**src/rtl/wb_pkg.sv**
```systemverilog
// Shared definitions for the writeback port arbiter slice.
//   XLEN, REG_AW, N_REQ_DEF : default datapath / address widths and requester count
//   REQ_ALU/REQ_LSU/REQ_MDU : requester slot indices on the arbiter
//   wb_req_t                : one writeback request (destination + result)
package wb_pkg;
  localparam int XLEN      = 32;
  localparam int REG_AW    = 5;
  localparam int N_REQ_DEF = 3;

  localparam int REQ_ALU = 0;
  localparam int REQ_LSU = 1;
  localparam int REQ_MDU = 2;

  typedef struct packed {
    logic [REG_AW-1:0] rd;
    logic [XLEN-1:0]   data;
  } wb_req_t;
endpackage

```
**src/rtl/wb_rr_arbiter.sv**
```systemverilog
// Request vector -> one-hot grant plus encoded grant index.
// Build option: WB_ARB_RR_EN selects round-robin (search starts one past ptr);
// without it the lowest valid index wins and the ptr port does not exist.
// Ports:
//   reqVec : per-requester valid
//   ptr    : last granted index (round-robin build only)
//   grant  : one-hot grant, zero when no request
//   gIdx   : encoded grant index, 0 when no request
module wb_rr_arbiter #(
  parameter  int N_REQ = 3,
  localparam int IDXW  = $clog2(N_REQ)
) (
  input  logic [N_REQ-1:0] reqVec,
`ifdef WB_ARB_RR_EN
  input  logic [IDXW-1:0]  ptr,
`endif
  output logic [N_REQ-1:0] grant,
  output logic [IDXW-1:0]  gIdx
);
  import wb_pkg::*;

  logic found;

`ifdef WB_ARB_RR_EN
  // Walk ptr+1 .. ptr+N_REQ; the last granted requester is visited last.
  always_comb begin
    int idx;
    idx   = 0;
    grant = '0;
    gIdx  = '0;
    found = 1'b0;
    for (int k = 1; k <= N_REQ; k++) begin
      idx = (int'(ptr) + k) % N_REQ;
      if (!found && reqVec[idx]) begin
        found      = 1'b1;
        grant[idx] = 1'b1;
        gIdx       = IDXW'(idx);
      end
    end
  end
`else
  always_comb begin
    grant = '0;
    gIdx  = '0;
    found = 1'b0;
    for (int k = 0; k < N_REQ; k++) begin
      if (!found && reqVec[k]) begin
        found    = 1'b1;
        grant[k] = 1'b1;
        gIdx     = IDXW'(k);
      end
    end
  end
`endif
endmodule

```
**src/rtl/wb_port_arbiter.sv**
```systemverilog
// Shares the register file's single write port between N_REQ writeback sources
// and tracks destinations with outstanding writebacks for ID hazard checks.
// Build option: WB_ARB_RR_EN = round-robin arbitration, otherwise fixed priority.
// Ports:
//   clk, reset            : clock, asynchronous active-high reset
//   req_valid/req_ready   : per-requester handshake, ready is one-hot or zero
//   req_rd/req_data       : flattened per-requester destination / result
//   issue_valid/issue_rd  : ID issued an instruction writing issue_rd
//   rf_we/rf_waddr/rf_wdata : registered register-file write port
//   busy                  : bit r set while a write to x r is outstanding
module wb_port_arbiter #(
  parameter  int N_REQ  = wb_pkg::N_REQ_DEF,
  parameter  int XLEN   = wb_pkg::XLEN,
  parameter  int REG_AW = wb_pkg::REG_AW,
  localparam int IDXW   = $clog2(N_REQ)
) (
  input  logic                    clk,
  input  logic                    reset,
  input  logic [N_REQ-1:0]        req_valid,
  output logic [N_REQ-1:0]        req_ready,
  input  logic [N_REQ*REG_AW-1:0] req_rd,
  input  logic [N_REQ*XLEN-1:0]   req_data,
  input  logic                    issue_valid,
  input  logic [REG_AW-1:0]       issue_rd,
  output logic                    rf_we,
  output logic [REG_AW-1:0]       rf_waddr,
  output logic [XLEN-1:0]         rf_wdata,
  output logic [31:0]             busy
);
  import wb_pkg::*;

  logic [N_REQ-1:0]             grant;
  logic [IDXW-1:0]              gIdx;
  logic                         accept;
  logic [N_REQ-1:0][REG_AW-1:0] rdArr;
  logic [N_REQ-1:0][XLEN-1:0]   dataArr;
  logic [REG_AW-1:0]            selRd;
  logic [XLEN-1:0]              selData;
  logic [31:0]                  busyNxt;

  for (genvar i = 0; i < N_REQ; i++) begin : g_unpack
    assign rdArr[i]   = req_rd[i*REG_AW +: REG_AW];
    assign dataArr[i] = req_data[i*XLEN +: XLEN];
  end

`ifdef WB_ARB_RR_EN
  logic [IDXW-1:0] ptr;

  wb_rr_arbiter #(.N_REQ(N_REQ)) u_arb (
    .reqVec (req_valid),
    .ptr    (ptr),
    .grant  (grant),
    .gIdx   (gIdx)
  );

  // ptr resets to the top index so requester 0 is searched first.
  always_ff @(posedge clk or posedge reset) begin
    if (reset)       ptr <= IDXW'(N_REQ - 1);
    else if (accept) ptr <= gIdx;
  end
`else
  wb_rr_arbiter #(.N_REQ(N_REQ)) u_arb (
    .reqVec (req_valid),
    .grant  (grant),
    .gIdx   (gIdx)
  );
`endif

  // Grant already implies valid, so any grant bit is an acceptance.
  assign req_ready = reset ? '0 : grant;
  assign accept    = |grant;
  assign selRd     = rdArr[gIdx];
  assign selData   = dataArr[gIdx];

  // Clear the retiring destination first so a same-cycle reissue keeps it busy.
  always_comb begin
    busyNxt = busy;
    if (accept) busyNxt[selRd] = 1'b0;
    if (issue_valid && (issue_rd != '0)) busyNxt[issue_rd] = 1'b1;
    busyNxt[0] = 1'b0;
  end

  always_ff @(posedge clk or posedge reset) begin
    if (reset) begin
      rf_we    <= 1'b0;
      rf_waddr <= '0;
      rf_wdata <= '0;
      busy     <= '0;
    end else begin
      // rd==0 still consumes the slot but never writes.
      rf_we <= accept && (selRd != '0);
      if (accept) begin
        rf_waddr <= selRd;
        rf_wdata <= selData;
      end
      busy <= busyNxt;
    end
  end
endmodule

```
**config.mk**
```make
export PLATFORM = sky130hd
export DESIGN_NAME = wb_port_arbiter
export DESIGN_NICKNAME = d
export VERILOG_FILES = /design/src/rtl/wb_pkg.sv /design/src/rtl/wb_rr_arbiter.sv /design/src/rtl/wb_port_arbiter.sv
export SDC_FILE = /design/constraint.sdc
export NUM_CORES = 1
export LEC_CHECK = 0
export BUFFER_PORTS_ARGS = -buffer_cell sky130_fd_sc_hd__buf_2
export CORE_ASPECT_RATIO = 1.25
export CORE_MARGIN = 4
export CORE_UTILIZATION = 42
export CTS_CLUSTER_DIAMETER = 200
export DETAILED_ROUTE_END_ITERATION = 8
export PLACE_DENSITY = 0.8
export SETUP_SLACK_MARGIN = 0.5
export SYNTH_ARGS = -nofsm -noshare
export SYNTH_HDL_FRONTEND = slang
export SYNTH_SLANG_ARGS = --single-unit
```
**constraint.sdc**
```tcl
create_clock -name clk -period 1.8 [get_ports clk]
set_clock_uncertainty 0.2 [all_clocks]
set_input_delay 0 -clock clk [delete_from_list [all_inputs] [get_ports clk]]
set_output_delay 0 -clock clk [all_outputs]
set_load 0.05 [all_outputs]
```
---- Word-level counts from Yosys, hierarchy flattened ----
Cells that the tools add are included.
word-level totals
  output and inout port bits .............. 73
  register bits ........................... 69
cells by class
  $lt $le $gt $ge ......................... 5
  bitwise gates (word level) .............. 3
  muxes and demuxes ....................... 17
  reduce and logical (&&, ||, !) cells .... 11
operator list
  operator              number
  $mux W32              3
  $bmux W32 S2          1
  $and A32 B32 Y32      1
  $not A32 Y32          1
  $or A32 B32 Y32       1
  $lt A5 B6 Y1 const B  2
  $bmux W5 S2           1
  $demux W1 S5          2
  $ge A5 B1 Y1 const B  2
  $reduce_bool A5 Y1    2
  $mux W1               7
  $logic_and A1 B1 Y1   6
  $mux W5               1
  $lt A2 B3 Y1 const B  1
  $mux W3               1
  $reduce_or A3 Y1      1
  $logic_not A1 Y1      2
  $mux W2               1

---- Longest topological paths before layout ----
Gate-level depths: netlist (run 1).
  word-level depth ........................ 18
  gate-level depth with buffers ........... 7
  depth with buffers taken out ............ 4

---- Hierarchy ----
A second synthesis (run 1) with hierarchy kept.
unflattened totals
  cell total of the unflattened synthesis .. 445
  area total of the unflattened synthesis .. 4020.1 µm²
modules (own cells, without submodules)
  module           sequential area each (µm²)  cells each  area each (µm²)  instances
  wb_port_arbiter  1726.7                      440         3978.8           1
  wb_rr_arbiter    0.0                         5           41.3             1

---- Least setup slack after synthesis (run 1) ----
No wires, ideal clock.
  path kind ............................... input port to output port
  start point ............................. input req_valid[1]
  end point ............................... output req_ready[2]
  data required time ...................... 1.600 ns
  cell stages on the path ................. 5
  setup slack ............................. -0.766 ns
  arrival time ............................ 2.366 ns
  cells stage by stage .................... buf_4 buf_2 clkbuf_1 clkbuf_1 nor4b_1
between the ends
  word-level cells in the longest chain between the ends .. 6
ends and longest elaborated chain
  item                 RTL line               source
  start: declaration   wb_port_arbiter.sv:19  input logic [N_REQ-1:0] req_valid,
  $logic_and A1 B1 Y1  wb_rr_arbiter.sv:47    if (!found && reqVec[k]) begin
  $mux W1              wb_rr_arbiter.sv:47
  $logic_not A1 Y1     wb_rr_arbiter.sv:47
  $logic_and A1 B1 Y1  wb_rr_arbiter.sv:47
  $mux W1              wb_rr_arbiter.sv:47
  $mux W3              wb_port_arbiter.sv:70  assign req_ready = reset ? '0 : grant;
  end: declaration     wb_port_arbiter.sv:20  output logic [N_REQ-1:0] req_ready,
Every way passes these cells.

---- Final worst setup path (run 1) ----
  start point ............................. input req_valid[0]
  end point ............................... register busy[24]
between the ends
  word-level cells in the longest chain between the ends .. 18
  elaborated cells on any way between the ends .. 23
ends and longest elaborated chain
  item                           RTL line               source
  $mux W1 *                      wb_rr_arbiter.sv:47
  $logic_not A1 Y1               wb_rr_arbiter.sv:47
  $logic_and A1 B1 Y1            wb_rr_arbiter.sv:47
  $mux W1                        wb_rr_arbiter.sv:47
  $logic_not A1 Y1               wb_rr_arbiter.sv:47
  $logic_and A1 B1 Y1            wb_rr_arbiter.sv:47
  $mux W2                        wb_rr_arbiter.sv:47
  $bmux W5 S2                    wb_port_arbiter.sv:72  assign selRd = rdArr[gIdx];
  (+3 left out)                  -
  $mux W1 (not written as such)  wb_port_arbiter.sv:78  if (accept) busyNxt[selRd] = 1'b0;
  $demux W1 S5                   wb_port_arbiter.sv:78
  $not A32 Y32 (no line)         -
  $and A32 B32 Y32 (no line)     -
  $mux W32 *                     wb_port_arbiter.sv:78
  $or A32 B32 Y32 (no line)      -
  $mux W32 *                     wb_port_arbiter.sv:79  if (issue_valid && (issue_rd != '0)) busyNxt[issue_rd] = 1'b1;
  via busyNxt[24]                wb_port_arbiter.sv:39  logic [31:0] busyNxt;
  end signal: assignment         wb_port_arbiter.sv:96  busy <= busyNxt;
  end: declaration               wb_port_arbiter.sv:28  output logic [31:0] busy
Mark *: on every way through the listed nets, which the timed path passes. The rest lies on a longest branch. The select of a mux whose other input is x is not followed.
A chain may end at the register's enable or synchronous reset.

==> results of run 1 <==
==> how the worst min path moves through the flow <==
stage | startpoint | endpoint | slack (ns) | depth (start not counted)
floorplan | reset | req_ready[0] | -0.14 | 1
global placement | reset | rf_wdata[31]$_DFFE_PP0N_ | -0.12 | 2
detailed placement | reset | rf_wdata[31]$_DFFE_PP0N_ | -0.12 | 2
global route | req_rd[4] | rf_waddr[4]$_DFFE_PP0N_ | 0.05 | 4
finish | req_rd[0] | busy[12]$_DFF_PP0_ | 0.04 | 5
CTS | issue_rd[0] | busy[24]$_DFF_PP0_ | -0.09 | 4
==> critical path, stage by stage <==
cell and delay [ns]:
buf_8 0.11, or4b_4 0.57, o221a_4 0.18, buf_4 0.17, o41ai_2 0.27, nand3_1 0.14
==> flip-flops by register name (all words and copies together) (netlist names) <==
name      flops
rf_we         1
busy         31
rf_wdata     32
rf_waddr      5
==> stage by stage <==
step / hold slack, ns / setup WS, ns / TNS [ns] / area, um^2 / total power [W]
6_report: 0.0423 / 0.344 / 0 / 7200 / 0.00571
5_1_grt: 0.0512 / 0.319 / 0 / 7190 / 0.00588
4_1_cts: -0.0882 / 0.461 / 0 / 7040 / 0.00556
3_5_place_dp: -0.116 / -0.0203 / -0.0411 / 5370 / 0.00329
3_3_place_gp: -0.121 / 0.0263 / 0 / 5370 / 0.00325
2_1_floorplan: -0.142 / 0.0514 / 0 / 4290 / 0.00283
==> repair_timing <==
item / in CTS / in global routing
gates cloned: 2 / 0
endpoints found under the setup margin: 35 / 52
hold buffers: 119 / 1
buffers inserted: 4 / 4
pin swaps: 10 / 14
hold endpoints to repair: 132 / 5
gates resized for setup: 14 / 24
==> synthesized netlist by cell type (2+ instances only) <==
library cell,number,area share [%]
dfrtp_1,69,43
nand2_1,67,6.3
o21ai_0,66,8.2
nor2_1,42,3.9
a21oi_1,34,4.2
a22oi_1,32,6.0
nand3_1,31,3.9
clkbuf_1,23,2.2
o41ai_1,14,3.1
o41ai_2,14,5.7
buf_2,7,0.87
nor2b_1,7,1.1
buf_1,6,0.56
nand2b_1,6,0.94
inv_1,5,0.47
and2_1,3,0.47
buf_4,3,0.56
buf_6,3,0.84
o211ai_1,3,0.56
nand3b_1,2,0.37
nand4_1,2,0.31
nor3_1,2,0.25
nor3b_1,2,0.37
o221a_4,2,1.0
o221ai_2,2,0.75
or4b_4,2,0.69
==> power by group <==
| part | internal (W) | leakage, nW | total, W | switching (W) |
|---|---|---|---|---|
| Sequential | 0.00168 | 0.737 | 0.00178 | 0.000104 |
| Combinational | 0.000703 | 2.23 | 0.00189 | 0.00119 |
| Clock | 0.00135 | 0.169 | 0.00204 | 0.000690 |
==> cells by family after synthesis <==
group                  count (synthesis)
flip-flops                            69
other                                  1
AO/OA/AOI/OAI                        177
buffers and inverters                 47
AND/OR/NAND/NOR                      170
==> layer usage <==
metal  share of wire [%]  up-vias
met5                   0        -
met4                 6.5        0
met3                  13      131
met2                  47      488
met1                  33     2588
li1                    -     2345
==> layout make-up <==
class | instances | share of cell area (%)
well taps | 123 | 2.14
multi-input cells | 350 | 33.5
diodes | 1 | 0.0348
clock inverters | 7 | 1.58
repair buffers | 343 | 35.3
inverters | 5 | 0.313
clock buffers | 9 | 3.13
flip-flops and latches | 69 | 24.0
==> impl_metrics.py, run 1 <==
metrics = {
    "run_status": {
        "outcome": "finished, final reports clean",
    },
    "floorplan": {
        "row_count": 39,
        "io_pins": 195,
        "core_mm2": 0.00922,
        "die_x_um": 95.4,
        "dieHeight_um": 117,
        "die_area_mm2": 0.0112,
        "start_util_pct": 43.5,
    },
    "route": {
        "via_per_inst": 6.12,
        "first_pass_iters": 5,
        "drc": 0,
        "routed_wl_mm": 20.2,
        "wire_per_inst_um": 22.3,
        "initialDrtViolationCount": 547,
        "ant_nets": 0,
        "vias": 5552,
    },
    "logic_synthesis": {
        "synth_top_family_by_area": "compound AO/OA/AOI/OAI gates",
        "yosys.area_share.simple_pct": 19.6,
        "seq_area_frac_synth_pct": 43.1,
        "synth_compound_area_share_pct": 31.8,
        "synth-adder-area-share_pct": 0,
        "ys_ff_latch": 69,
        "syn_avg_cell_area_um2": 8.64,
        "synth_xor_area_share_pct": 0,
        "synth.mux.area_fraction_pct": 0,
        "synth_edf_count": 0,
        "syn_nets": 586,
        "synth.distinct_cells": 41,
        "syn_area_mm2": 0.00401,
        "synth_ff_type": "dfrtp_1",
        "ys_warn_count": 0,
        "synthArstFlopShare_pct": 100,
        "synthCells": 464,
    },
    "timing": {
        "slew_headroom_pct": 55.4,
        "finalSetupViolations": 0,
        "rsz0062_at_grt": "true",
        "final.min_clock_period_ns": 1.46,
        "tightest_slew_ns": 0.668,
        "period_share_pct": 80.9,
        "maxSlewViolCount": 0,
        "max_clock_freq_mhz": 687,
        "finalHoldViolCount": 0,
    },
    "clock_tree": {
        "insertion_delay_ns": 0.33,
        "cts_num_sinks": 69,
        "root_buffer": "clkbuf_16",
        "cts_max_level": 3,
        "clk_pin_slew_ns": 0.06,
        "cts_buffer_depth": 2,
        "cts_buffers": 9,
        "cts_tree": "done",
    },
    "critical_path": {
        "cp_max_fo": 6,
        "setup.worst_path.class": "in2reg",
        "r2r_end": "rf_wdata[28]$_DFFE_PP0N_",
        "crit_end": "busy[24]$_DFF_PP0_",
        "cp-end-kind": "flop",
        "worstPathArrival_ns": 1.44,
        "ff2ff_setup_slack_ns": 0.55,
        "r2r_cells": 2,
        "required_ns": 1.79,
        "crit_start": "req_valid[0]",
        "r2r_start": "rf_wdata[28]$_DFFE_PP0N_",
        "startpoint_type": "input pin",
    },
    "power_and_ir_drop": {
        "power_density_mw_per_mm2": 794,
        "vdd_drop_max_mv": 0.516,
        "p_leak_nw": 3.14,
    },
    "min_path": {
        "min_path_type": "in2reg",
    },
    "layout": {
        "multiInputGateArea_mm2": 0.00241,
        "area_growth_pct": 79.4,
        "layout_common_cells": "187 x buf_2, 120 x dlygate4sd3_1, 69 x dfrtp_1",
        "fin_util_pct": 78.0,
        "seqCellArea_mm2": 0.00173,
        "fillers": 507,
        "final_common_cell": "buf_2",
        "drive_above_1_share_pct": 38.2,
        "num-nets-final": 900,
        "fin_cells": 907,
    },
    "global_route": {
        "grt_overflow_total": 0,
        "antenna_found_initial": 0,
        "gr-usage-met1_pct": 40.3,
        "grt.busiest_layer": "met2",
        "use_met2_pct": 58.4,
        "grt_pass1_wl_mm": 29.9,
        "grt_max_degree": 55,
        "grtUsageTotal_pct": 35.1,
        "grt_pass1_vias": 5737,
        "grt_util_met3_pct": 9.59,
    },
    "placement": {
        "io_buffers": 193,
        "placedCellCount": 760,
        "dp_hpwl_mm": 10.4,
        "place_congestion": 0.907,
    },
    "run": {
        "cap_violations": 0,
    },
}
Power figures use the tool's default switching activity.
==> run 2: changes to the inputs <==
- clock period: 1.8 -> 1.3 ns (I/O delays scaled with it)
==> run 2 against run 1 <==
The flow now finishes with violations (negative hold slack, negative setup slack). Register-to-register slack got worse by 0.48 ns. Sequential power increased by 44%. First-iteration DRC count decreased by 25%. Sequential cell count unchanged. Sequential share of layout area decreased by 1.8 points. Wire length increased by 9.8%. Hold slack got worse by 0.42 ns. Clock-buffer cell count increased by 6. Setup slack got worse by 0.49 ns. Critical path depth increased by 2. Global-route usage decreased by 4.0 points. Critical endpoint is now busy[26]$_DFF_PP0_.
==> impl_metrics.py, run 2 (synthesis results as in run 1) <==
metrics = {
    "run_status": {
        "outcome": "complete, but fails checks",
        "violations": "negative hold slack, negative setup slack",
    },
    "layout": {
        "largest_register": "rf_wdata",
        "final_common_cell": "buf_2",
        "drive_above_1_share_pct": 63.7,
        "num-nets-final": 863,
        "final_area_mm2": 0.00812,
        "largest_reg_flops": 32,
        "fillers": 381,
        "layout_common_cells": "116 x buf_2, 67 x buf_8, 65 x nand2_1",
        "reg_top3": "rf_wdata x32, busy x31, rf_waddr x5",
        "fin_cells": 869,
        "area_growth_pct": 102,
        "antennaDiodeCount": 0,
    },
    "global_route": {
        "antenna_found_initial": 0,
        "grt_overflow_total": 0,
        "grt_pass1_vias": 4987,
        "grt_pass1_wl_mm": 26.4,
        "grtUsageTotal_pct": 31.1,
        "grt_max_degree": 68,
    },
    "floorplan": {
        "dieHeight_um": 117,
        "row_count": 39,
        "start_util_pct": 43.5,
        "die_area_mm2": 0.0112,
        "core_mm2": 0.00922,
        "io_pins": 195,
        "die_x_um": 95.4,
    },
    "clock_tree": {
        "cts_max_level": 3,
        "cts_buffer_depth": 2,
        "clk_pin_slew_ns": 0.06,
        "cts_tree": "done",
        "cts_buffers": 9,
        "cts_num_sinks": 69,
        "insertion_delay_ns": 0.33,
        "root_buffer": "clkbuf_16",
    },
    "critical_path": {
        "path_cells": "buf_12, buf_4, nor4bb_4, buf_4, a221oi_4, buf_12, o21ai_1, nand3_1",
        "max_stage_delay_ns": 0.33,
        "cp_max_fo": 9,
        "ff2ff_setup_slack_ns": 0.07,
        "setup.worst_path.class": "in2reg",
        "worstPathArrival_ns": 1.42,
        "startpoint_type": "input pin",
        "cp_slowest_cell": "nor4bb_4",
        "cp-end-kind": "flop",
        "required_ns": 1.27,
    },
    "timing": {
        "tightest_slew_ns": 0.613,
        "rsz0062_at_grt": "true",
        "slew_headroom_pct": 59.0,
        "maxSlewViolCount": 0,
        "final.min_clock_period_ns": 1.44,
        "fin_setup_tns_ns": -1.93,
        "layout_setup_ws_ns": -0.141,
        "finalHoldViolCount": 117,
        "period_share_pct": 111,
        "max_clock_freq_mhz": 694,
        "hold_ws_ns": -0.375,
        "finalSetupViolations": 29,
    },
    "route": {
        "via_per_inst": 6.35,
        "vias": 5518,
        "drc": 0,
        "initialDrtViolationCount": 410,
        "wire_per_inst_um": 25.6,
        "routed_wl_mm": 22.2,
        "first_pass_iters": 5,
        "ant_nets": 0,
    },
    "placement": {
        "place_congestion": 0.955,
        "dp_hpwl_mm": 10.4,
        "io_buffers": 193,
        "placedCellCount": 777,
        "post_dp_cell_area_mm2": 0.00553,
    },
    "power_and_ir_drop": {
        "vdd_drop_max_mv": 1.12,
        "power_density_mw_per_mm2": 1040,
        "p_total_w": 0.00846,
        "p_leak_nw": 3.48,
    },
    "run": {
        "cap_violations": 0,
    },
    "min_path": {
        "min_path_type": "in2async",
    },
}
## run 2: critical path: cells and delay by family
family	cells	cell delay (ns)
AOI/OAI and AO/OA	2	0.26
buffers and inverters	4	0.65
and+or+nand+nor	2	0.50
## run 2: routing by layer
metal / up-vias / track usage [%] / share of wire (%)
li1: 2258 / - / -
met2: 518 / 54.4 / 51
met5: - / 0 / 0
met1: 2578 / 33.6 / 31
met4: 0 / 17.1 / 7.5
met3: 164 / 8.89 / 11
## run 2: through the flow
step                      setup WS, ns  utilization (%)
after floorplan                 -0.348                -
after CTS                      -0.0392             78.2
after detailed placement        -0.580             59.9
after global routing            -0.184             88.0
after global placement          -0.444             59.9
final                           -0.141             88.0
## run 2: where the power goes
group	switching, W	internal, W
registers	0.000209	0.00236
logic	0.00184	0.00152
clock network	0.000946	0.00160
total	0.00299	0.00547
## run 2: path summary, 6_finish.rpt
| kind | startpoint | cells past startpoint | end |
|---|---|---|---|
| max in group asynchronous | reset | 3 | busy[30]$_DFF_PP0_ |
| max | req_valid[0] | 8 | busy[26]$_DFF_PP0_ |
| min reg2reg | rf_waddr[1]$_DFFE_PP0N_ | 2 | rf_waddr[1]$_DFFE_PP0N_ |
| min in group clk | req_data[24] | 3 | rf_wdata[24]$_DFFE_PP0N_ |
| max reg2reg | busy[26]$_DFF_PP0_ | 3 | busy[26]$_DFF_PP0_ |
| min | reset | 3 | rf_wdata[2]$_DFFE_PP0N_ |
## run 2: timing repair
| action | in CTS | in global routing |
|---|---|---|
| resized for setup | 292 | 96 |
| pin swaps | 21 | 33 |
| endpoints found under the setup margin | 141 | 141 |
| gates cloned | 6 | 11 |
| buffers inserted | 36 | 23 |
| hold endpoints to repair | 132 | 117 |
## run 2: layout make-up
| class | instances | area, um^2 | share of cell area [%] |
|---|---|---|---|
| repair buffers | 308 | 3160 | 39.0 |
| clock buffers | 15 | 268 | 3.30 |
| inverters | 5 | 22.5 | 0.278 |
| flip-flops and latches | 69 | 1800 | 22.2 |
| clock inverters | 1 | 30.0 | 0.370 |
| well taps | 123 | 154 | 1.90 |
| multi-input cells | 348 | 2670 | 32.9 |
